==> src/rtl/led_display_package.sv <==
// Shared types and constants for the LED panel capture front-end.
package led_display_package;

  typedef enum logic [1:0] {
    PXL_RED   = 2'd0,
    PXL_GREEN = 2'd1,
    PXL_BLUE  = 2'd2
  } pxl_col_t;

  typedef enum logic {
    CAP_IDLE  = 1'b0,
    CAP_SHIFT = 1'b1
  } cap_state_t;

  localparam int unsigned CAP_SYNC_STAGES = 2;
  localparam int unsigned CAP_NUM_LINES   = 3;

endpackage

==> src/rtl/led_display_sync_edge.sv <==
// N-bit multi-flop synchroniser with optional rising-edge detect on the synced level.
module led_display_sync_edge
  import led_display_package::*;
#(
  parameter int unsigned WIDTH   = 1,
  parameter bit          EDGE_EN = 1'b1
) (
  input  logic             clk,
  input  logic             reset,
  input  logic [WIDTH-1:0] d,
  output logic [WIDTH-1:0] q,
  output logic [WIDTH-1:0] rise_c
);

  logic [CAP_SYNC_STAGES-1:0][WIDTH-1:0] stages;

  always_ff @(posedge clk) begin
    if (reset) begin
      stages <= '0;
    end else begin
      stages <= {stages[CAP_SYNC_STAGES-2:0], d};
    end
  end

  assign q = stages[CAP_SYNC_STAGES-1];

  generate
    if (EDGE_EN) begin : g_edge
      logic [WIDTH-1:0] prev;
      always_ff @(posedge clk) begin
        if (reset) begin
          prev <= '0;
        end else begin
          prev <= q;
        end
      end
      assign rise_c = q & ~prev;
    end else begin : g_no_edge
      assign rise_c = '0;
    end
  endgenerate

endmodule

==> src/rtl/led_display_capture_phy.sv <==
// LED panel serial column receiver: deserialises one row per colour line onto a valid/ready port.
// Optional feature: define LED_CAPTURE_ROW_CNT_EN to add the row_count_out counter.
module led_display_capture_phy
  import led_display_package::*;
#(
  parameter int unsigned NUM_COLS       = 64,
  parameter int unsigned TIMEOUT_CYCLES = 1024
) (
  input  logic                                    clk_in,
  input  logic                                    reset_in,
  input  logic                                    bit_clk_in,
  input  logic [2:0]                              rgb_top_in,
  input  logic [2:0]                              rgb_bot_in,
  input  logic                                    le_in,
  output logic [CAP_NUM_LINES-1:0][NUM_COLS-1:0]  col_top_out,
  output logic [CAP_NUM_LINES-1:0][NUM_COLS-1:0]  col_bot_out,
  output logic                                    valid_out,
  input  logic                                    ready_in,
  output logic                                    overflow_out,
  output logic                                    short_row_out,
  input  logic                                    clear_err_in
`ifdef LED_CAPTURE_ROW_CNT_EN
  ,
  output logic [15:0]                             row_count_out
`endif
);

  localparam int unsigned CNT_W  = $clog2(NUM_COLS + 1);
  localparam int unsigned IDLE_W = $clog2(TIMEOUT_CYCLES + 1);

  logic [1:0] ctrl_unused_q;
  logic [1:0] ctrl_rise;
  logic [5:0] rgb_q;
  logic [5:0] rgb_unused_rise;
  logic       bclk_rise;
  logic       le_rise;

  led_display_sync_edge #(.WIDTH(2), .EDGE_EN(1'b1)) u_ctrl_sync (
    .clk    (clk_in),
    .reset  (reset_in),
    .d      ({le_in, bit_clk_in}),
    .q      (ctrl_unused_q),
    .rise_c (ctrl_rise)
  );

  led_display_sync_edge #(.WIDTH(6), .EDGE_EN(1'b0)) u_rgb_sync (
    .clk    (clk_in),
    .reset  (reset_in),
    .d      ({rgb_bot_in, rgb_top_in}),
    .q      (rgb_q),
    .rise_c (rgb_unused_rise)
  );

  assign bclk_rise = ctrl_rise[0];
  assign le_rise   = ctrl_rise[1];

  cap_state_t                              state;
  logic [CNT_W-1:0]                        bit_cnt;
  logic [IDLE_W-1:0]                       idle_cnt;
  logic [CAP_NUM_LINES-1:0][NUM_COLS-1:0]  shift_top;
  logic [CAP_NUM_LINES-1:0][NUM_COLS-1:0]  shift_bot;
  logic [CAP_NUM_LINES-1:0][NUM_COLS-1:0]  top_nxt_c;
  logic [CAP_NUM_LINES-1:0][NUM_COLS-1:0]  bot_nxt_c;
  logic                                    last_bit_c;
  logic                                    buf_free_c;
  logic                                    timeout_c;

  // First received bit travels up to the MSB of each colour word.
  always_comb begin
    top_nxt_c = '0;
    bot_nxt_c = '0;
    for (int c = 0; c < int'(CAP_NUM_LINES); c++) begin
      top_nxt_c[c] = {shift_top[c][NUM_COLS-2:0], rgb_q[c]};
      bot_nxt_c[c] = {shift_bot[c][NUM_COLS-2:0], rgb_q[CAP_NUM_LINES+c]};
    end
  end

  assign last_bit_c = (bit_cnt == CNT_W'(NUM_COLS - 1));
  assign buf_free_c = !valid_out || ready_in;
  assign timeout_c  = (idle_cnt == IDLE_W'(TIMEOUT_CYCLES));

  always_ff @(posedge clk_in) begin
    if (reset_in) begin
      state         <= CAP_IDLE;
      bit_cnt       <= '0;
      idle_cnt      <= '0;
      shift_top     <= '0;
      shift_bot     <= '0;
      col_top_out   <= '0;
      col_bot_out   <= '0;
      valid_out     <= 1'b0;
      overflow_out  <= 1'b0;
      short_row_out <= 1'b0;
`ifdef LED_CAPTURE_ROW_CNT_EN
      row_count_out <= '0;
`endif
    end else begin
      if (valid_out && ready_in) begin
        valid_out <= 1'b0;
      end
      // Error events below override a same-cycle clear.
      if (clear_err_in) begin
        overflow_out  <= 1'b0;
        short_row_out <= 1'b0;
      end
      case (state)
        CAP_IDLE: begin
          if (bclk_rise) begin
            state     <= CAP_SHIFT;
            bit_cnt   <= CNT_W'(1);
            idle_cnt  <= '0;
            shift_top <= top_nxt_c;
            shift_bot <= bot_nxt_c;
          end
        end
        CAP_SHIFT: begin
          if (le_rise || timeout_c) begin
            short_row_out <= 1'b1;
            state         <= CAP_IDLE;
            bit_cnt       <= '0;
            idle_cnt      <= '0;
            shift_top     <= '0;
            shift_bot     <= '0;
          end else if (bclk_rise) begin
            idle_cnt <= '0;
            if (last_bit_c) begin
              state   <= CAP_IDLE;
              bit_cnt <= '0;
              if (buf_free_c) begin
                col_top_out <= top_nxt_c;
                col_bot_out <= bot_nxt_c;
                valid_out   <= 1'b1;
`ifdef LED_CAPTURE_ROW_CNT_EN
                row_count_out <= row_count_out + 16'd1;
`endif
              end else begin
                overflow_out <= 1'b1;
              end
            end else begin
              bit_cnt   <= bit_cnt + CNT_W'(1);
              shift_top <= top_nxt_c;
              shift_bot <= bot_nxt_c;
            end
          end else begin
            // Never passes TIMEOUT_CYCLES: reaching it aborts the row above.
            idle_cnt <= idle_cnt + IDLE_W'(1);
          end
        end
        default: state <= CAP_IDLE;
      endcase
    end
  end

endmodule
==> config.mk <==
export PLATFORM = sky130hd
export DESIGN_NAME = led_display_capture_phy
export DESIGN_NICKNAME = d
export VERILOG_FILES = /design/src/rtl/led_display_package.sv /design/src/rtl/led_display_sync_edge.sv /design/src/rtl/led_display_capture_phy.sv
export SDC_FILE = /design/constraint.sdc
export NUM_CORES = 2
export LEC_CHECK = 0
export CAP_MARGIN = 15
export CORE_MARGIN = 2
export CORE_UTILIZATION = 50
export DETAILED_ROUTE_END_ITERATION = 8
export PLACE_DENSITY = 0.73
export SYNTH_ARGS = -nofsm -noshare
export SYNTH_HDL_FRONTEND = slang
export SYNTH_SLANG_ARGS = --single-unit
==> constraint.sdc <==
create_clock -name clk_in -period 3 [get_ports clk_in]
set_input_delay 0.6 -clock clk_in [delete_from_list [all_inputs] [get_ports clk_in]]
set_output_delay 0.6 -clock clk_in [all_outputs]
set_load 0.01 [all_outputs]
# Yosys cells after proc, flatten, opt, wreduce, memory -nomap -nowiden
# Cells that the tools add are included.
# op_classes
addsub	2
eq_ne	5
n_mux	39
bitwise	4
n_reduce_logical	7
# ops
op	count
191-bit two-way mux	8
191-bit one-hot mux with 2 select lines	2
11-bit two-way mux	3
7-bit two-way mux	4
11-bit one-hot mux with 2 select lines	1
1-bit two-way mux	19
7-bit one-hot mux with 2 select lines	1
11-bit by 1-bit adder with 11-bit output, second input constant	1
11-bit equality test, second input constant	1
7-bit by 1-bit adder with 7-bit output, second input constant	1
7-bit by 6-bit equality test with 1-bit output, second input constant	1
3-bit by 2-bit inequality test with 1-bit output, second input constant	2
5-bit AND reduction	1
3-bit AND reduction	1
2-bit bitwise AND	1
1-bit logical OR	2
2-bit inequality test, second input constant	1
1-bit inverter	2
2-bit inverter	1
1-bit one-hot mux with 2 select lines	1
2-bit AND reduction	1
1-bit logical AND	1
1-bit logical NOT	1
# word_totals
reg_bits	802
input_bits	12
output_inout_bits	387
elab_cells	80

# Depth between registers and ports, before layout
# depth
ltp_word	7
ltp_mapped	9
depth_no_buf	6

# Hierarchy
# A second synthesis with hierarchy kept.
# hier_totals
hier_cells	2718
hier_area_um2	29417.0
# modules_own_cells
mod	instances	cells_per_inst	area_each_um2	seq_area_each_um2
led_display_capture_phy	1	2664	28771.3	15695.1
led_display_sync_edge (u_rgb_sync)	1	38	460.4	240.2
led_display_sync_edge (u_ctrl_sync)	1	16	185.2	120.1

# Worst setup path after synthesis
# No wires, ideal clock.
# synth_path
path_type	register -> register
startpoint	register bit_cnt[0]
endpoint	register col_top_out[100] in the netlist's numbering
setup_time_ns	0.072
arrival_ns	2.047
t_required_ns	2.928
slack_ns	0.881
stages_incl_launch_ff	10
n_path_buf	4
synth_period_minus_slack_ns	2.119
cell_sequence	dfxtp_1 -> ha_1 -> nand2_1 -> or3_1 -> clkbuf_1 -> nor4b_2 -> buf_6 -> buf_8 -> buf_8 -> mux2i_1
# synth_between
elab_chain_cells	2
# synth_lines
item	line	source
from (decl)	led_display_capture_phy.sv:58	logic [CNT_W-1:0] bit_cnt;
from (signal assigned)	led_display_capture_phy.sv:140	bit_cnt <= bit_cnt + CNT_W'(1);
7-bit by 6-bit equality test with 1-bit output	led_display_capture_phy.sv:78	assign last_bit_c = (bit_cnt == CNT_W'(NUM_COLS - 1));
5-bit AND reduction (no line)	-	
to (signal assigned)	led_display_capture_phy.sv:130	col_top_out <= top_nxt_c;
to (decl)	led_display_capture_phy.sv:15	output logic [CAP_NUM_LINES-1:0][NUM_COLS-1:0] col_top_out,
# Every way passes these cells.
# A chain may end at the register's enable or synchronous reset.

# Final worst setup path
# layout_path
startpoint	register bit_cnt[0]
endpoint	register col_top_out[12] in the netlist's numbering
# Same word-level chain as after synthesis.

==> summary.txt <==
Yosys
  – Synth cell count leaders: dfxtp_1, nand2_1, nand2b_1, mux2i_1, a21oi_1
  – EDFF count, synth: 0
  – Area leader, netlist: dfxtp_1
  – Area share of the largest cell type after synthesis: 0.504
  – Mapped Avg Cell Area: slightly above 9 um^2
  – Post-Syn Area: 31800 um^2
  – Register area share after synthesis: 0.504
  – Syn Inst Count: about 3500
  – #FFs+latches synth: around 800
  – Synthesized net count: 3510
  – Most used DFF post-synth: dfxtp_1
  – Synth warn: 0
  – Synth unique cells: 47
  – Ys async rst share: 0
  – Count leader, synth: dfxtp_1
  – Synth top area cells: dfxtp_1, nand2b_1, mux2i_1

CTS
  – Resized cells post-CTS: 0
  – CTS tree: yes
  – TritonCTS Buffers: 82
  – CTS Root Buffer Type: clkbuf_16
  – Number of setup buffers added after CTS: 0
  – Max Buffers Root-to-Sink: 3
  – H-tree lvl count: 3
  – Clk_lat worst skew: just over 600 ps
  – Clk sink count: roughly 800
  – # hold bufs at CTS: 0
  – Clk slew on worst S/H paths: 60 ps

Placement
  – RD Place Congestion: between 0.7 and 0.8
  – Placed cell count: 4527
  – IO buf count: 398
  – Pre-CTS setup slack: 279 ps
  – Post-DP HPWL: 43.6 mm

Setup path
  – Critical path arrival: approximately 3300 ps
  – Worst Setup Start Kind: flop
  – Maximum fanout along the worst path: between 40 and 50
  – Worst endpoint required time: approximately 3500 ps
  – CP Capture Type: flop
  – Crit Path Class: reg -> reg

Global routing
  – First-pass GRT wire length: ~110 mm
  – Initial antenna violation count: 1
  – GRT Max-Usage Layer: met2
  – Met3 GRT Util: 0.0343
  – Global route overflow: 0
  – Grt met2 use: 0.334
  – Largest net degree at the start of global routing: ~190
  – Tot GR Track Use: 0.206
  – Vias in the first global route: 21900
  – GR met1 Demand/Resource: 0.281

Job
  – Max cap viols: 0

STA
  – Fin Setup TNS: 0 ps
  – Fin. Hold Viols: 0
  – PnR worst setup slack: between 200 and 300 ps
  – Hold Slack: approximately 430 ps
  – Unrepaired setup endpoints after global routing: false
  – Tcrit/Tclk final: 0.913
  – Period minus WS final: approximately 2700 ps
  – Max_slew headroom: 0.384
  – Max Clk Rate: around 360 MHz
  – Final Max Tran Viols: 0
  – Worst Tran Pin Value: ~920 ps
  – Final setup fails: 0
  – Worst Skew: roughly 21 ps

Floorplanning
  – I/O pin total: around 400
  – Core area: 63000 um^2
  – Initial Util: 0.505
  – Die Area: ~66000 um^2
  – Die Y-Extent: 256 um
  – Die W: 256 um
  – Rows: 92

Pwr
  – Maximum vdd drop: between 300 and 400 uV
  – Pwr Total: about 21 mW
  – LEAKAGE: 11.9 nW
  – Pwr dens: around 550 nW/um^2

Cells and area
  – Fillers: 5408
  – Layout area overhead: 22.1%
  – Reg area: roughly 16000 um^2
  – Share of layout cells above drive strength 1: 0.0478
  – Final cell count without fillers: approximately 4700
  – Fin nets: 3780
  – Antenna diode count: 0
  – Multi-input logic area: ~14000 um^2

Routing
  – WL final: 69.5 mm
  – DRC Markers: 0
  – Vias per inst: just under 5
  – DRT iter0 DRCs: between 1500 and 2000
  – Vias post-DR: between 20000 and 25000
  – Antenna Nets Post-Route: 0
  – WL per Instance: 14.9 um
  – Initial DRT Pass Iterations: 7

Run status
  – Outcome: completed

Worst hold path
  – Hold Crit Class: reg -> reg
sequential cells by signal (all words and copies together), names as in the netlist, 6 cells and up:
name,count
col_bot_out,192
col_top_out,192
bot_nxt_c,189
shift_top,189
idle_cnt,11
bit_cnt,7
u_rgb_sync.q,6
u_rgb_sync.stages,6
cells by family after synthesis:
logic type,count (synthesis),share of synthesized area
compound gates,415,0.0681
xor+xnor,2,0.000551
fa+ha+maj,3,0.00118
buf+inv,269,0.0471
flops,802,0.504
mux,385,0.121
simple gates,1619,0.257
final cells by class:
type,instances,area share
sequential,802,0.413
multi-input combinational,2424,0.368
timing repair buffer,450,0.122
clock buffer,126,0.0626
tap,846,0.0273
clock inverter,18,0.00612
inverter,5,0.000483
cells in the final DEF (no fill, tap or decap), drive strengths merged, types with 4 or more instances in the layout:
master,synthesis,layout
mux2i,384,384
dfxtp,802,802
o21ai,4,4
a211oi,4,4
clkbuf,143,126
nand2b,775,775
clkdlybuf4s50,0,397
nor3,4,4
clkinv,0,10
a21oi,383,383
buf,121,53
nor2,6,6
nor2b,20,20
nand3,12,12
a31oi,8,8
nand3b,4,4
inv,5,8
bufinv,0,4
nand2,777,777
or3,6,6
final timing paths:
| check | startpoint | endpoint | slack, ps | cells after the start |
|---|---|---|---|---|
| max | bit_cnt[0] | col_top_out[12] | 260 | 7 |
| min | bit_cnt[6] | bit_cnt[6] | 430 | 2 |
| max reg2reg | bit_cnt[0] | col_top_out[12] | 260 | 7 |
| min reg2reg | bit_cnt[6] | bit_cnt[6] | 430 | 2 |
power breakdown:
| group | switching (mW) | internal, mW | total (mW) |
|---|---|---|---|
| registers | 0.00649 | 10.7 | 10.7 |
| logic | 0.374 | 0.235 | 0.610 |
| clock network | 4.13 | 5.94 | 10.1 |
stage by stage:
stage          area, um^2   util
2_1_floorplan       31800      -
3_3_place_gp        36200  0.575
3_5_place_dp        36200  0.575
4_1_cts             38800  0.617
5_1_grt             38800  0.617
6_report            38800  0.617
worst max-delay path, cell delays in order, from the launching register on:
cell	delay, ps
dfxtp_1	370
ha_1	210
nand2_1	130
or3_1	510
nor4b_4	580
buf_4	280
buf_12	290
mux2i_1	230
metal layers:
metal / part of all wire / vias up
met5: 0.00019 / -
met4: 0.023 / 2
met3: 0.042 / 92
met2: 0.47 / 446
met1: 0.47 / 10800
li1: - / 11800
Power figures use the tool's default switching activity.
